--- src/rtl/serial_pkg.sv ---
// Shared constants and types for the serial receive path.
// The counter helper keeps the half-bit load arithmetic in one place.
package serial_pkg;

    localparam logic [2:0] ST_IDLE    = 3'd0;
    localparam logic [2:0] ST_START   = 3'd1;
    localparam logic [2:0] ST_DATA    = 3'd2;
    localparam logic [2:0] ST_STOP    = 3'd3;
    localparam logic [2:0] ST_BRKWAIT = 3'd4;

    localparam int DATA_BITS_SHORT = 8;
    localparam int DATA_BITS_LONG  = 9;
    localparam int PER_LONG_BIT    = 15;
    localparam int FRAME_W         = 9;

    typedef logic [FRAME_W-1:0] frame_t;

    // Counter expires at zero, so a wait of N clocks loads N-1.
    // Returns max(T>>1,1)-1 where T = p+1 (T may be 32768, hence 16-bit math).
    function automatic logic [14:0] half_load(input logic [14:0] p);
        logic [15:0] t;
        logic [15:0] h;
        t = {1'b0, p} + 16'd1;
        h = t >> 1;
        if (h == 16'd0) h = 16'd1;
        return 15'(h - 16'd1);
    endfunction

endpackage

--- src/rtl/serial_rx_capture_if.sv ---
// Frame stream and status bundle between the receiver and its consumer.
interface serial_rx_capture_if;
    import serial_pkg::*;

    frame_t data_o;
    logic   valid_o;
    logic   ready_i;
    logic   ovrun_o;
    logic   frmerr_o;
    logic   brk_o;
    logic   clr_err_i;
    logic   busy_o;

    modport master (
        output data_o, valid_o, ovrun_o, frmerr_o, brk_o, busy_o,
        input  ready_i, clr_err_i
    );

    modport slave (
        input  data_o, valid_o, ovrun_o, frmerr_o, brk_o, busy_o,
        output ready_i, clr_err_i
    );

endinterface

--- src/rtl/serial_rx_fifo.sv ---
// Show-ahead frame FIFO; a push while full is taken only alongside a pop.
// dout is registered so it holds the last head once the FIFO drains.
module serial_rx_fifo
    import serial_pkg::*;
#(
    parameter int DEPTH = 4
) (
    input  logic   clk,
    input  logic   reset_n,
    input  logic   push,
    input  frame_t din,
    input  logic   pop,
    output frame_t dout,
    output logic   full,
    output logic   empty
);

    localparam int AW = (DEPTH > 1) ? $clog2(DEPTH) : 1;
    localparam int CW = $clog2(DEPTH) + 1;

    frame_t          mem [DEPTH];
    logic [AW-1:0]   wr_ptr;
    logic [AW-1:0]   rd_ptr;
    logic [AW-1:0]   rd_next;
    logic [CW-1:0]   count;
    logic            wr_en;
    logic            rd_en;

    assign full    = (count == CW'(DEPTH));
    assign empty   = (count == '0);
    assign rd_en   = pop && !empty;
    assign wr_en   = push && (!full || rd_en);
    assign rd_next = rd_ptr + AW'(1);

    always_ff @(posedge clk) begin
        if (wr_en) mem[wr_ptr] <= din;
    end

    always_ff @(posedge clk or negedge reset_n) begin
        if (!reset_n) begin
            wr_ptr <= '0;
            rd_ptr <= '0;
            count  <= '0;
            dout   <= '0;
        end else begin
            if (wr_en) wr_ptr <= wr_ptr + AW'(1);
            if (rd_en) rd_ptr <= rd_next;
            case ({wr_en, rd_en})
                2'b10:   count <= count + CW'(1);
                2'b01:   count <= count - CW'(1);
                default: count <= count;
            endcase
            // New head is the incoming frame only when nothing older survives.
            if (wr_en && (empty || (rd_en && count == CW'(1))))
                dout <= din;
            else if (rd_en && count > CW'(1))
                dout <= mem[rd_next];
        end
    end

endmodule

--- src/rtl/serial_rx_capture.sv ---
// Serial line receiver: synchroniser, bit-timing FSM and frame FIFO.
// Bit timing is taken from per, latched at the start edge of each frame.
module serial_rx_capture
    import serial_pkg::*;
#(
    parameter int DEPTH       = 4,
    parameter int SYNC_STAGES = 2
) (
    input  logic                 clk,
    input  logic                 reset_n,
    input  logic [15:0]          per,
    input  logic                 rxd,
    serial_rx_capture_if.master  rx
);

    logic [SYNC_STAGES-1:0] sync_q;
    logic                   rs;
    logic                   rs_prev;
    logic [2:0]             state;
    logic [15:0]            per_q;
    logic [14:0]            cnt;
    logic [3:0]             bit_idx;
    frame_t                 shreg;
    frame_t                 frame;
    logic                   expire;
    logic                   long_q;
    logic                   last_bit;
    logic                   push;
    logic                   stop_bad;
    logic                   pop_fire;
    logic                   fifo_full;
    logic                   fifo_empty;
    logic                   brk_q;
    logic                   ovrun_q;
    logic                   frmerr_q;

    always_ff @(posedge clk or negedge reset_n) begin
        if (!reset_n) sync_q <= '1;
        else          sync_q <= {sync_q[SYNC_STAGES-2:0], rxd};
    end
    assign rs = sync_q[SYNC_STAGES-1];

    assign expire   = (cnt == '0);
    assign long_q   = per_q[PER_LONG_BIT];
    assign last_bit = (bit_idx == (long_q ? 4'(DATA_BITS_LONG - 1) : 4'(DATA_BITS_SHORT - 1)));
    // Bits enter at the top, so a short frame sits one place higher than a long one.
    assign frame    = long_q ? shreg : {1'b0, shreg[FRAME_W-1:1]};
    assign push     = (state == ST_STOP) && expire && rs;
    assign stop_bad = (state == ST_STOP) && expire && !rs;
    assign pop_fire = rx.valid_o && rx.ready_i;

    always_ff @(posedge clk or negedge reset_n) begin
        if (!reset_n) begin
            state   <= ST_IDLE;
            rs_prev <= 1'b1;
            per_q   <= '0;
            cnt     <= '0;
            bit_idx <= '0;
            shreg   <= '0;
        end else begin
            rs_prev <= rs;
            case (state)
                ST_IDLE: begin
                    if (rs_prev && !rs) begin
                        per_q <= per;
                        cnt   <= half_load(per[14:0]);
                        state <= ST_START;
                    end
                end
                ST_START: begin
                    if (!expire) begin
                        cnt <= cnt - 15'd1;
                    end else if (rs) begin
                        state <= ST_IDLE;
                    end else begin
                        cnt     <= per_q[14:0];
                        bit_idx <= '0;
                        state   <= ST_DATA;
                    end
                end
                ST_DATA: begin
                    if (!expire) begin
                        cnt <= cnt - 15'd1;
                    end else begin
                        shreg <= {rs, shreg[FRAME_W-1:1]};
                        cnt   <= per_q[14:0];
                        if (last_bit) state   <= ST_STOP;
                        else          bit_idx <= bit_idx + 4'd1;
                    end
                end
                ST_STOP: begin
                    if (!expire) cnt   <= cnt - 15'd1;
                    else         state <= rs ? ST_IDLE : ST_BRKWAIT;
                end
                ST_BRKWAIT: begin
                    if (rs) state <= ST_IDLE;
                end
                default: state <= ST_IDLE;
            endcase
        end
    end

    // Error sets take priority over a same-cycle clear.
    always_ff @(posedge clk or negedge reset_n) begin
        if (!reset_n) begin
            brk_q    <= 1'b0;
            ovrun_q  <= 1'b0;
            frmerr_q <= 1'b0;
        end else begin
            if (stop_bad && frame == '0)          brk_q <= 1'b1;
            else if (state == ST_BRKWAIT && rs)   brk_q <= 1'b0;

            if (push && fifo_full && !pop_fire)   ovrun_q <= 1'b1;
            else if (rx.clr_err_i)                ovrun_q <= 1'b0;

            if (stop_bad)                         frmerr_q <= 1'b1;
            else if (rx.clr_err_i)                frmerr_q <= 1'b0;
        end
    end

    serial_rx_fifo #(
        .DEPTH (DEPTH)
    ) u_fifo (
        .clk     (clk),
        .reset_n (reset_n),
        .push    (push),
        .din     (frame),
        .pop     (rx.ready_i),
        .dout    (rx.data_o),
        .full    (fifo_full),
        .empty   (fifo_empty)
    );

    assign rx.valid_o  = !fifo_empty;
    assign rx.ovrun_o  = ovrun_q;
    assign rx.frmerr_o = frmerr_q;
    assign rx.brk_o    = brk_q;
    assign rx.busy_o   = (state != ST_IDLE);

endmodule

--- src/flat_wrapper.sv ---
// flat-port wrapper written by rule: the top's interface ports become plain ports
module serial_rx_capture_flat import serial_pkg::*;
#(
    parameter int DEPTH       = 4,
    parameter int SYNC_STAGES = 2
)
  (clk, reset_n, per, rxd, rx_data_o, rx_valid_o, rx_ovrun_o, rx_frmerr_o, rx_brk_o, rx_busy_o, rx_ready_i, rx_clr_err_i);
  serial_rx_capture_if rx_i ();
  input  logic clk;
  input  logic reset_n;
  input  logic [15:0] per;
  input  logic rxd;
  output wire logic [$bits(rx_i.data_o)-1:0] rx_data_o;
  output wire logic [$bits(rx_i.valid_o)-1:0] rx_valid_o;
  output wire logic [$bits(rx_i.ovrun_o)-1:0] rx_ovrun_o;
  output wire logic [$bits(rx_i.frmerr_o)-1:0] rx_frmerr_o;
  output wire logic [$bits(rx_i.brk_o)-1:0] rx_brk_o;
  output wire logic [$bits(rx_i.busy_o)-1:0] rx_busy_o;
  input wire logic [$bits(rx_i.ready_i)-1:0] rx_ready_i;
  input wire logic [$bits(rx_i.clr_err_i)-1:0] rx_clr_err_i;
  assign rx_data_o = rx_i.data_o;
  assign rx_valid_o = rx_i.valid_o;
  assign rx_ovrun_o = rx_i.ovrun_o;
  assign rx_frmerr_o = rx_i.frmerr_o;
  assign rx_brk_o = rx_i.brk_o;
  assign rx_busy_o = rx_i.busy_o;
  assign rx_i.ready_i = rx_ready_i;
  assign rx_i.clr_err_i = rx_clr_err_i;
  serial_rx_capture #(.DEPTH(DEPTH), .SYNC_STAGES(SYNC_STAGES)) u_core (.clk(clk), .reset_n(reset_n), .per(per), .rxd(rxd), .rx(rx_i));
endmodule
--- config.mk ---
export PLATFORM = sky130hd
export DESIGN_NAME = serial_rx_capture_flat
export DESIGN_NICKNAME = d
export VERILOG_FILES = /design/src/rtl/serial_pkg.sv /design/src/rtl/serial_rx_capture_if.sv /design/src/rtl/serial_rx_fifo.sv /design/src/rtl/serial_rx_capture.sv /design/src/flat_wrapper.sv
export SDC_FILE = /design/constraint.sdc
export NUM_CORES = 1
export LEC_CHECK = 0
export ABC_AREA = 1
export BUFFER_PORTS_ARGS = -buffer_cell sky130_fd_sc_hd__buf_2
export CORE_ASPECT_RATIO = 0.9
export CORE_MARGIN = 3
export CORE_UTILIZATION = 65
export DETAILED_ROUTE_END_ITERATION = 8
export HOLD_SLACK_MARGIN = 0.15
export PLACE_DENSITY_LB_ADDON = 0.05
export SYNTH_ARGS = -nofsm -noshare
export SYNTH_HDL_FRONTEND = slang
export SYNTH_SLANG_ARGS = --single-unit
--- constraint.sdc ---
create_clock -name clk -period 5.1 [get_ports clk]
set_input_delay 1.02 -clock clk [delete_from_list [all_inputs] [get_ports clk]]
set_output_delay 1.02 -clock clk [all_outputs]
set_load 0.005 [all_outputs]
==> flow_metrics.py, run 1 <==
metrics = {
    "final_layout": {
        "fin_util_pct": 74.01,
        "syn2layout_area_growth_pct": 7.430,
        "drive_gt1_share_pct": 15.68,
        "fillCellCount": 687,
        "fin_nets": 787,
        "fin_cells": 878,
        "diodes": 0,
    },
    "clock_tree": {
        "cts-htree-levels": 3,
        "post_cts_resize_count": 0,
        "worst_skew_pair.late_latency_ns": 0.38,
        "postCtsSetupBuffers": 0,
        "tritoncts": "built",
        "cts_max_path_buffers": 2,
        "clk_transition_reported_paths_ns": 0.10,
        "numCtsBuffers": 9,
        "postCtsHoldBufs": 0,
        "numClockSinks": 105,
        "clockRootBuffer": "sky130_fd_sc_hd__clkbuf_8",
    },
    "place": {
        "routabilityCongestion": 0.9195,
        "dpl_worst_slack_ns": 1.539,
        "dp_cells": 862,
        "placement.io_buffers": 34,
        "dp.final_hpwl_mm": 11.30,
    },
    "timing": {
        "count_of_endpoints_failing_setup_in_the_final_report": 0,
        "tightest_slew_ns": 1.149,
        "post-route-min-period_ns": 3.195,
        "finClkSkew_ns": 0.01148,
        "timing_hold_violations_final": 0,
        "layout_setup_ws_ns": 1.905,
        "rsz_0062_raised_after_global_routing": "false",
        "max_freq_mhz": 313.0,
        "timing.final.max_slew_violations": 0,
        "period_share_pct": 62.65,
        "timing.setup.tns_ns": 0,
        "max-slew-margin-rel_pct": 23.16,
    },
    "logic_synthesis": {
        "ys_warn_count": 0,
        "postSynthRegisterBits": 105,
        "synth-compound-area-share_pct": 13.90,
        "yosysSeqAreaShare_pct": 46.12,
        "main_combinational_cell_family_by_area_after_synthesis": "simple AND/OR/NAND/NOR gates",
        "post_synth_inst_count": 723,
        "yosys-mux-area-fraction_pct": 0.3695,
        "mappedNetlistArea_um2": 6096,
        "synth_cell_types": 51,
        "synth-xor-area-share_pct": 2.997,
        "postSynthNetCount": 756,
        "syn_avg_cell_area_um2": 8.431,
        "synth_simple_gate_area_share_pct": 26.40,
        "post_synth_fa_ha_maj_area_fraction_pct": 2.463,
    },
    "power": {
        "power-per-cell-area_nw_per_um2": 455.9,
        "vdd.ir_drop.worst_v": 0.0004548,
        "p_leak_uw": 0.002950,
        "post-layout-total-power_uw": 2986,
    },
    "global_route": {
        "grt_start_max_net_pins": 44,
        "overflow": 0,
        "grt_use_total_pct": 29.87,
        "via_count_of_the_first_global_routing_pass": 4909,
        "grt_first_pass_wirelength_mm": 24.61,
        "antenna_violations_before_repair": 0,
    },
    "floorplanning": {
        "core_area_um2": 8848,
        "row_count": 32,
        "initial_utilization_pct": 68.89,
        "ioPinCount": 35,
        "die_y_um": 97.87,
        "die_width_um": 108.1,
        "total_die_area_um2": 10580,
    },
    "worst_setup_path": {
        "critical_path.max_fanout": 6,
        "critical_path.startpoint_type": "input pin",
        "crit_arrival_ns": 3.45,
        "classification_of_the_worst_setup_path": "in2reg",
        "critPathRequiredTime_ns": 5.36,
        "timing.critical_path.to_type": "flop",
    },
    "route": {
        "routed-via-count": 5169,
        "routed_wire_length_per_instance_um": 17.08,
        "drt-total-wl_mm": 15.00,
        "detail_route.first_pass.iterations": 9,
        "drc_errors": 0,
        "antenna_violating_nets_post_route": 0,
        "first_iter_violations": 538,
        "viasPerCell": 5.887,
    },
    "outcome": {
        "run_status": "completed",
    },
    "job": {
        "cap_violations": 0,
    },
    "hold_path": {
        "hp-class": "reg2reg",
    },
}
==> Yosys cell counts, drive strengths merged <==
cell type / count / area share (%)
nand2: 170 / 11
xnor2: 3 / 0.43
nor4: 3 / 0.55
o21ai: 60 / 5.0
nand3: 60 / 5.4
nand4: 23 / 2.5
a22oi: 16 / 2.0
edfxtp: 36 / 18
a22o: 5 / 0.72
clkinv: 2 / 0.12
a21boi: 4 / 0.55
a32o: 1 / 0.16
nor2: 67 / 5.5
or2: 1 / 0.10
mux2: 2 / 0.37
nor3: 10 / 1.2
o21bai: 1 / 0.12
o211ai: 6 / 1.2
a21oi: 19 / 1.7
dfrtp: 66 / 27
buf: 4 / 0.47
o31ai: 6 / 0.74
dfstp: 3 / 1.3
o2111ai: 1 / 0.14
inv: 102 / 6.3
o2bb2ai: 1 / 0.14
a31oi: 1 / 0.35
ha: 12 / 2.5
clkbuf: 11 / 0.84
xor2: 17 / 2.6
o22ai: 10 / 1.0
==> stage by stage <==
| stage | hold slack, ns | cell area (µm²) |
|---|---|---|
| final | 0.3700 | 6549 |
| after global placement | 0.3470 | 6342 |
| after CTS | 0.3650 | 6549 |
| after global routing | 0.3710 | 6549 |
| after detailed placement | 0.3487 | 6342 |
| after floorplan | 0.3452 | 6096 |
==> worst paths after layout <==
kind | from | to | slack, ns | depth (start not counted)
worst max-delay path | per[1] | u_core.cnt[10]$_DFFE_PN0P_ | 1.91 | 20
worst min-delay path | u_core.sync_q[0]$_DFF_PN1_ | u_core.sync_q[1]$_DFF_PN1_ | 0.37 | 0
worst max register to register | u_core.cnt[0]$_DFFE_PN0P_ | u_core.u_fifo.mem[0][5]$_DFFE_PP_ | 2.22 | 10
worst min register to register | u_core.sync_q[0]$_DFF_PN1_ | u_core.sync_q[1]$_DFF_PN1_ | 0.37 | 0
max in group asynchronous | reset_n | u_core.sync_q[1]$_DFF_PN1_ | 3.43 | 2
min in group asynchronous | reset_n | u_core.cnt[2]$_DFFE_PN0P_ | 0.67 | 1
==> routing by layer <==
| layer | vias to the layer above | share of wire, % | track usage, % | wire length [µm] |
|---|---|---|---|---|
| met3 | 12 | 8.8 | 4.957 | 1316 |
| li1 | 2486 | - | - | - |
| met4 | 0 | 0.91 | 5.728 | 137 |
| met2 | 215 | 44 | 43.83 | 6608 |
| met1 | 2456 | 46 | 47.20 | 6935 |
| met5 | - | 0 | 0 | 0 |
==> layout make-up <==
cell class                      instances  area [µm²]  area share [%]
Clock buffer                           10       148.9           2.274
Clock inverter                          6       57.56          0.8789
Inverter                              104       392.9           5.999
Multi-Input combinational cell        499        2811           42.93
Sequential cell                       105        2811           42.93
Tap cell                              119       148.9           2.274
Timing Repair Buffer                   35       177.7           2.713
==> sequential cells by signal, summed over array words and instances, names as in the netlist <==
name and flops:
u_core.u_fifo.mem 36, u_core.per_q 16, u_core.cnt 15, u_core.shreg 9
u_core.u_fifo.dout 9, u_core.bit_idx 4, u_core.state 3, u_core.u_fifo.count 3
u_core.sync_q 2, u_core.u_fifo.rd_ptr 2, u_core.u_fifo.wr_ptr 2, u_core.rs_prev 1
u_core.rx.brk_o 1, u_core.rx.frmerr_o 1, u_core.rx.ovrun_o 1
==> where the power goes <==
part	switching (µW)	internal, µW	total (µW)	leakage [µW]
logic	792	426	1220	0.00163
registers	181	1060	1240	0.00121
clock network	305	217	522	0.000103
total	1280	1710	2990	0.00295
==> cell usage in the layout, fill, tap and decap left out, types with 10 or more instances in the layout <==
cell | Yosys | routed
sky130_fd_sc_hd__a21oi_1 | 17 | 17
sky130_fd_sc_hd__a22oi_1 | 16 | 16
sky130_fd_sc_hd__buf_2 | 2 | 34
sky130_fd_sc_hd__dfrtp_1 | 66 | 66
sky130_fd_sc_hd__edfxtp_1 | 36 | 36
sky130_fd_sc_hd__ha_1 | 12 | 12
sky130_fd_sc_hd__inv_1 | 95 | 95
sky130_fd_sc_hd__nand2_1 | 156 | 156
sky130_fd_sc_hd__nand2_2 | 12 | 12
sky130_fd_sc_hd__nand3_1 | 54 | 54
sky130_fd_sc_hd__nand4_1 | 22 | 22
sky130_fd_sc_hd__nor2_1 | 50 | 50
sky130_fd_sc_hd__o21ai_0 | 57 | 57
sky130_fd_sc_hd__o22ai_1 | 10 | 10
sky130_fd_sc_hd__xor2_1 | 16 | 16
==> kinds of logic (layout without fill, tap and decap cells) <==
kind of cell / after synthesis / after routing
multiplexers: 2 / 2
AND/OR/NAND/NOR: 334 / 334
flip-flops: 105 / 105
buffers and inverters: 119 / 155
AO/OA/AOI/OAI: 131 / 131
XOR/XNOR: 20 / 20
adder cells (fa/ha/maj): 12 / 12
==> critical path: stages <==
cell                      delay [ns]
sky130_fd_sc_hd__buf_2          0.14
sky130_fd_sc_hd__ha_1           0.23
sky130_fd_sc_hd__nand2_2        0.11
sky130_fd_sc_hd__nor2_4         0.16
sky130_fd_sc_hd__nand3_1        0.10
sky130_fd_sc_hd__nand2_1        0.08
sky130_fd_sc_hd__nand2_2        0.09
sky130_fd_sc_hd__nand2_2        0.09
sky130_fd_sc_hd__nor2_1         0.05
sky130_fd_sc_hd__nand3_1        0.08
sky130_fd_sc_hd__nor2_2         0.05
sky130_fd_sc_hd__nor2_4         0.14
sky130_fd_sc_hd__ha_1           0.23
sky130_fd_sc_hd__nand3_1        0.13
sky130_fd_sc_hd__nor2_2         0.20
sky130_fd_sc_hd__nand3_2        0.13
sky130_fd_sc_hd__inv_2          0.09
sky130_fd_sc_hd__nor2_1         0.04
sky130_fd_sc_hd__o21ai_0        0.21
sky130_fd_sc_hd__a22oi_1        0.10
(Power assumes the default switching activity.)
==> run 2, diff against run 1 <==
--- a/config.mk
+++ b/config.mk
@@ -5,11 +5,11 @@
 export SDC_FILE = /design/constraint.sdc
 export NUM_CORES = 1
 export LEC_CHECK = 0
-export ABC_AREA = 1
+export ABC_AREA = 0
 export BUFFER_PORTS_ARGS = -buffer_cell sky130_fd_sc_hd__buf_2
 export CORE_ASPECT_RATIO = 0.9
 export CORE_MARGIN = 3
-export CORE_UTILIZATION = 65
+export CORE_UTILIZATION = 61
 export DETAILED_ROUTE_END_ITERATION = 8
 export HOLD_SLACK_MARGIN = 0.15
 export PLACE_DENSITY_LB_ADDON = 0.05
==> constraint.sdc (replaced) <==
create_clock -name clk -period 3.3 [get_ports clk]
set_input_delay 0.66 -clock clk [delete_from_list [all_inputs] [get_ports clk]]
set_output_delay 0.66 -clock clk [all_outputs]
set_load 0.005 [all_outputs]
==> flow_metrics.py, run 2 <==
metrics = {
    "outcome": {
        "run_status": "completed",
    },
    "final_layout": {
        "fin_nets": 657,
        "diodes": 0,
        "fin_util_pct": 72.09,
        "largest-register": "u_core.u_fifo.mem",
        "fin_cells": 751,
        "drive_gt1_share_pct": 25.76,
        "biggestRegsByFlops": "u_core.u_fifo.mem x36, u_core.per_q x16, u_core.cnt x15",
        "ff_latch_area_um2": 2811,
        "layout_commonest_cell": "sky130_fd_sc_hd__nand2_1",
        "largest_register_ff_count": 36,
        "layout.cell_area.non_filler_um2": 6638,
        "syn2layout_area_growth_pct": 13.94,
        "final_cell_mix": "sky130_fd_sc_hd__nand2_1, sky130_fd_sc_hd__dfrtp_1, sky130_fd_sc_hd__buf_4",
        "area_occupied_by_multi_input_gates_um2": 2895,
        "fillCellCount": 705,
    },
    "logic_synthesis": {
        "syn_avg_cell_area_um2": 10.46,
        "count_of_flip_flops_with_a_built_in_enable_after_synthesis": 36,
        "synth_top_area_share_pct": 28.35,
        "library_cell_occupying_the_most_area_in_the_post_synthesis_netlist": "sky130_fd_sc_hd__dfrtp_1",
        "postSynthRegisterBits": 105,
        "yosysSeqAreaShare_pct": 48.26,
        "async_flop_share_pct": 65.71,
        "mappedNetlistArea_um2": 5826,
        "post_synth_inst_count": 557,
        "ys_top_cells_by_count": "sky130_fd_sc_hd__nand2_1, sky130_fd_sc_hd__dfrtp_1, sky130_fd_sc_hd__edfxtp_1",
        "most_frequently_used_cell_type_in_the_post_synthesis_netlist": "sky130_fd_sc_hd__nand2_1",
        "postSynthNetCount": 590,
        "synth_cell_types": 79,
        "ys_warn_count": 0,
        "synth_top_flop_cell": "sky130_fd_sc_hd__dfrtp_1",
        "yosys-top-cells-area": "sky130_fd_sc_hd__dfrtp_1, sky130_fd_sc_hd__edfxtp_1, sky130_fd_sc_hd__nand2_1",
    },
    "worst_setup_path": {
        "timing.critical_path.to_type": "flop",
        "critical_path.startpoint_type": "input pin",
        "critical_path.max_fanout": 5,
        "classification_of_the_worst_setup_path": "in2reg",
        "crit_arrival_ns": 3.30,
        "critPathRequiredTime_ns": 3.55,
    },
    "clock_tree": {
        "tritoncts": "built",
        "cts_max_path_buffers": 2,
        "cts-htree-levels": 3,
        "clockRootBuffer": "sky130_fd_sc_hd__clkbuf_8",
        "postCtsSetupBuffers": 0,
        "numCtsBuffers": 9,
        "worst_skew_pair.late_latency_ns": 0.37,
        "post_cts_resize_count": 0,
        "clk_transition_reported_paths_ns": 0.10,
        "postCtsHoldBufs": 0,
        "numClockSinks": 105,
    },
    "global_route": {
        "use_met1_pct": 40.52,
        "grt_start_max_net_pins": 38,
        "via_count_of_the_first_global_routing_pass": 4543,
        "use_met3_pct": 4.257,
        "overflow": 0,
        "gr-max-usage-layer": "met1",
        "use_met2_pct": 40.13,
        "antenna_violations_before_repair": 0,
        "grt_first_pass_wirelength_mm": 22.60,
        "grt_use_total_pct": 26.60,
    },
    "timing": {
        "period_share_pct": 92.40,
        "timing.final.max_slew_violations": 0,
        "max_freq_mhz": 328.0,
        "tightest_slew_ns": 0.7828,
        "count_of_endpoints_failing_setup_in_the_final_report": 0,
        "rsz_0062_raised_after_global_routing": "false",
        "finalHoldWorstSlack_ns": 0.3525,
        "max-slew-margin-rel_pct": 47.81,
        "finClkSkew_ns": 0.01387,
        "timing_hold_violations_final": 0,
        "post-route-min-period_ns": 3.049,
    },
    "place": {
        "dp_cells": 735,
        "placement.io_buffers": 34,
        "dp.final_hpwl_mm": 9.935,
        "routabilityCongestion": 0.9442,
        "placed_cell_area_um2": 6462,
    },
    "floorplanning": {
        "total_die_area_um2": 10760,
        "die_width_um": 109.0,
        "core_area_um2": 9208,
        "die_y_um": 98.71,
        "row_count": 33,
        "initial_utilization_pct": 63.27,
        "ioPinCount": 35,
    },
    "route": {
        "viasPerCell": 6.188,
        "antenna_violating_nets_post_route": 0,
        "detail_route.first_pass.iterations": 5,
        "drt-total-wl_mm": 13.56,
        "drc_errors": 0,
        "routed_wire_length_per_instance_um": 18.06,
        "first_iter_violations": 427,
        "routed-via-count": 4647,
    },
    "hold_path": {
        "hp-class": "in2async",
    },
    "job": {
        "cap_violations": 0,
    },
    "power": {
        "p_leak_uw": 0.002847,
        "power-per-cell-area_nw_per_um2": 562.9,
        "vdd.ir_drop.worst_v": 0.0003036,
    },
}
run 2: worst paths after layout:
path / startpoint / endpoint / slack, ns / depth (start not counted)
max: per[0] / u_core.cnt[10]$_DFFE_PN0P_ / 0.25 / 16
min: reset_n / u_core.u_fifo.dout[4]$_DFFE_PN0P_ / 0.35 / 1
max reg2reg: u_core.cnt[0]$_DFFE_PN0P_ / u_core.cnt[10]$_DFFE_PN0P_ / 0.65 / 12
min reg2reg: u_core.sync_q[0]$_DFF_PN1_ / u_core.sync_q[1]$_DFF_PN1_ / 0.36 / 0
max in group asynchronous: reset_n / u_core.per_q[8]$_DFFE_PN0P_ / 2.26 / 2
min in group clk: u_core.sync_q[0]$_DFF_PN1_ / u_core.sync_q[1]$_DFF_PN1_ / 0.36 / 0
run 2: routing by layer:
| metal | up-vias | wire, µm |
|---|---|---|
| met5 | - | 0 |
| met4 | 0 | 195 |
| met3 | 17 | 855 |
| met2 | 170 | 6162 |
| met1 | 2276 | 6350 |
| li1 | 2184 | - |
run 2: worst max-delay path, stage by stage:
cell	delay, ns
sky130_fd_sc_hd__buf_2	0.14
sky130_fd_sc_hd__ha_4	0.15
sky130_fd_sc_hd__nand4_1	0.13
sky130_fd_sc_hd__mux2_4	0.33
sky130_fd_sc_hd__a32o_1	0.25
sky130_fd_sc_hd__o211ai_1	0.13
sky130_fd_sc_hd__nor2_2	0.09
sky130_fd_sc_hd__a21oi_2	0.15
sky130_fd_sc_hd__ha_2	0.19
sky130_fd_sc_hd__a21boi_4	0.17
sky130_fd_sc_hd__a21boi_2	0.20
sky130_fd_sc_hd__nor3b_4	0.28
sky130_fd_sc_hd__buf_4	0.16
sky130_fd_sc_hd__a21oi_1	0.05
sky130_fd_sc_hd__mux2i_1	0.14
sky130_fd_sc_hd__nand3_1	0.09
run 2: metrics by stage:
step	total power [µW]	setup WS [ns]	TNS (ns)
after global placement	2972	-0.01782	-0.01782
after floorplan	2652	-0.01072	-0.02001
final	3736	0.2509	0
after CTS	3745	0.2596	0
after detailed placement	3018	-0.1339	-0.3827
after global routing	3985	0.02217	0
run 2: cell type report:
class	count	share of cell area, %
inverters	16	0.9048
multi-input cells	410	43.62
clock inverters	7	0.7729
repair buffers	82	8.181
flip-flops and latches	105	42.36
clock buffers	9	1.866
well taps	122	2.300
run 2: where the power goes:
part	total, µW	switching (µW)	internal, µW
Clock	727	448	279
Sequential	1900	309	1590
Combinational	1110	534	573
Total	3740	1290	2450
run 2: cells by family after synthesis:
family	count (synthesis)	synth area share, %
mux	29	7.324
fa+ha+maj	13	2.749
compound gates	127	15.38
flops	105	48.26
simple gates	214	19.09
buf+inv	42	3.136
xor+xnor	27	4.059
==> run 3, diff against run 2 <==
--- a/config.mk
+++ b/config.mk
@@ -9,7 +9,7 @@
 export BUFFER_PORTS_ARGS = -buffer_cell sky130_fd_sc_hd__buf_2
 export CORE_ASPECT_RATIO = 0.9
 export CORE_MARGIN = 3
-export CORE_UTILIZATION = 61
+export CORE_UTILIZATION = 47
 export DETAILED_ROUTE_END_ITERATION = 8
 export HOLD_SLACK_MARGIN = 0.15
 export PLACE_DENSITY_LB_ADDON = 0.05
==> constraint.sdc (replaced) <==
create_clock -name clk -period 3.25 [get_ports clk]
set_input_delay 0.65 -clock clk [delete_from_list [all_inputs] [get_ports clk]]
set_output_delay 0.65 -clock clk [all_outputs]
set_load 0.005 [all_outputs]
==> flow_metrics.py, run 3 (synthesis gave the netlist of run 2 again) <==
metrics = {
    "power": {
        "p_leak_uw": 0.002991,
        "post-layout-total-power_uw": 4171,
        "power-per-cell-area_nw_per_um2": 600.5,
        "seq_power_share_pct": 46.0,
        "combPwrFrac_pct": 27.2,
        "p_int_uw": 2839,
        "switching_share_pct": 31.93,
        "clkPwrFrac_pct": 26.7,
        "power_switching_uw": 1332,
        "vdd.ir_drop.worst_v": 0.0004429,
    },
    "place": {
        "dpl_worst_slack_ns": -0.2340,
        "routabilityCongestion": 0.8433,
        "dp.final_hpwl_mm": 10.05,
        "placement.io_buffers": 34,
        "placed_cell_area_um2": 6565,
        "dp_cells": 777,
    },
    "timing": {
        "period_share_pct": 95.07,
        "timing.final.max_slew_violations": 0,
        "max-slew-margin-rel_pct": 48.45,
        "max_freq_mhz": 323.6,
        "count_of_endpoints_failing_setup_in_the_final_report": 0,
        "timing.setup.tns_ns": 0,
        "timing_hold_violations_final": 0,
        "post-route-min-period_ns": 3.090,
        "finClkSkew_ns": 0.01019,
        "tightest_slew_ns": 0.7681,
        "layout_setup_ws_ns": 0.1602,
    },
    "global_route": {
        "grt_first_pass_wirelength_mm": 23.05,
        "gr-max-usage-layer": "met1",
        "antenna_violations_before_repair": 0,
        "grt_start_max_net_pins": 70,
        "overflow": 0,
        "grt_use_total_pct": 21.19,
        "via_count_of_the_first_global_routing_pass": 4376,
        "use_met3_pct": 4.571,
        "use_met1_pct": 33.74,
        "use_met2_pct": 30.25,
    },
    "clock_tree": {
        "clk_transition_reported_paths_ns": 0.07,
        "clockRootBuffer": "sky130_fd_sc_hd__clkbuf_16",
        "worst_skew_pair.late_latency_ns": 0.34,
        "tritoncts": "built",
        "cts_max_path_buffers": 2,
        "cts-htree-levels": 3,
        "numCtsBuffers": 9,
        "postCtsHoldBufs": 0,
        "numClockSinks": 105,
    },
    "hold_path": {
        "hp-class": "in2async",
    },
    "final_layout": {
        "syn2layout_area_growth_pct": 19.22,
        "layout.cell_area.non_filler_um2": 6945,
        "ff_latch_area_um2": 2811,
        "final_cell_mix": "sky130_fd_sc_hd__nand2_1, sky130_fd_sc_hd__dfrtp_1, sky130_fd_sc_hd__buf_4",
        "drive_gt1_share_pct": 27.77,
        "largest_register_ff_count": 36,
        "layout_commonest_cell": "sky130_fd_sc_hd__nand2_1",
        "fillCellCount": 1006,
        "fin_cells": 797,
        "area_occupied_by_multi_input_gates_um2": 2915,
        "largest-register": "u_core.u_fifo.mem",
        "fin_nets": 669,
        "diodes": 0,
        "biggestRegsByFlops": "u_core.u_fifo.mem x36, u_core.per_q x16, u_core.cnt x15",
    },
    "route": {
        "drc_errors": 0,
        "detail_route.first_pass.iterations": 6,
        "first_iter_violations": 398,
        "antenna_violating_nets_post_route": 0,
        "drt-total-wl_mm": 13.90,
        "routed-via-count": 4603,
        "routed_wire_length_per_instance_um": 17.44,
        "viasPerCell": 5.775,
    },
    "worst_setup_path": {
        "classification_of_the_worst_setup_path": "in2reg",
        "critPathRequiredTime_ns": 3.48,
        "timing.critical_path.to_type": "flop",
        "critical_path.startpoint_type": "input pin",
        "r2r_cells": 11,
        "critical_path.max_fanout": 4,
        "crit_arrival_ns": 3.32,
    },
    "floorplanning": {
        "row_count": 37,
        "total_die_area_um2": 13770,
        "die_y_um": 111.6,
        "die_width_um": 123.4,
        "core_area_um2": 11760,
        "ioPinCount": 35,
        "initial_utilization_pct": 49.54,
    },
    "job": {
        "cap_violations": 0,
    },
    "outcome": {
        "run_status": "completed",
    },
}
[run 3: changes by cell type in the layout (fill, tap and decap cells not counted), sizes merged]
cell and delta:
clkinvlp -1, bufinv +1, buf +12, clkbuf +1, clkinv -1
[run 3: per-stage QoR]
| step | util (%) | hold slack, ns |
|---|---|---|
| floorplan | - | 0.3452 |
| global placement | 55.83 | 0.3502 |
| detailed placement | 55.83 | 0.3469 |
| CTS | 58.47 | 0.3370 |
| global route | 59.07 | 0.3446 |
| finish | 59.07 | 0.3119 |
[run 3: cell type report]
cell class | count | area share [%]
clock buffers | 10 | 3.441
clock inverters | 6 | 1.027
inverters | 16 | 0.8647
multi-input cells | 410 | 41.97
flip-flops and latches | 105 | 40.48
well taps | 156 | 2.810
repair buffers | 94 | 9.404
[run 3: path summary, 6_finish.rpt]
path,startpoint,end,slack (ns)
min,reset_n,u_core.per_q[1]$_DFFE_PN0P_,0.31
max in group asynchronous,reset_n,u_core.sync_q[0]$_DFF_PN1_,2.58
min reg2reg,u_core.sync_q[0]$_DFF_PN1_,u_core.sync_q[1]$_DFF_PN1_,0.35
min in group clk,u_core.sync_q[0]$_DFF_PN1_,u_core.sync_q[1]$_DFF_PN1_,0.35
max,per[1],u_core.cnt[10]$_DFFE_PN0P_,0.16
max reg2reg,u_core.cnt[0]$_DFFE_PN0P_,u_core.cnt[7]$_DFFE_PN0P_,0.62
[run 3: worst max-delay path: stages]
cell and delay (ns):
sky130_fd_sc_hd__buf_8 0.10, sky130_fd_sc_hd__buf_4 0.13, sky130_fd_sc_hd__and3_1 0.23, sky130_fd_sc_hd__a211oi_1 0.29, sky130_fd_sc_hd__a32o_1 0.19, sky130_fd_sc_hd__o211ai_1 0.13, sky130_fd_sc_hd__nor2_2 0.16, sky130_fd_sc_hd__a21oi_2 0.08
sky130_fd_sc_hd__ha_2 0.18, sky130_fd_sc_hd__a21boi_4 0.14, sky130_fd_sc_hd__a21boi_2 0.16, sky130_fd_sc_hd__nor3b_4 0.18, sky130_fd_sc_hd__a2111oi_2 0.38, sky130_fd_sc_hd__mux2i_1 0.23, sky130_fd_sc_hd__nand3_1 0.09
[run 3: timing repair]
item,CTS,global route
setup endpoints to repair,0,3
setup buffers,0,4
resized for setup,0,10
[run 3: power by group through the flow]
| stage | combinational [µW] | sequential, µW | clock [µW] |
|---|---|---|---|
| final | 1140 | 1920 | 1120 |
| after global routing | 1280 | 1970 | 1200 |
| after CTS | 1130 | 1920 | 1150 |
| after detailed placement | 1130 | 1940 | 0 |
| after global placement | 1100 | 1940 | 0 |
| after floorplan | 888 | 1810 | 0 |
[run 3: routing by layer]
layer | vias up | part of all wire (%)
met3 | 6 | 5.2
met4 | 0 | 0.45
met1 | 2265 | 51
met2 | 117 | 44
met5 | - | 0
li1 | 2215 | -
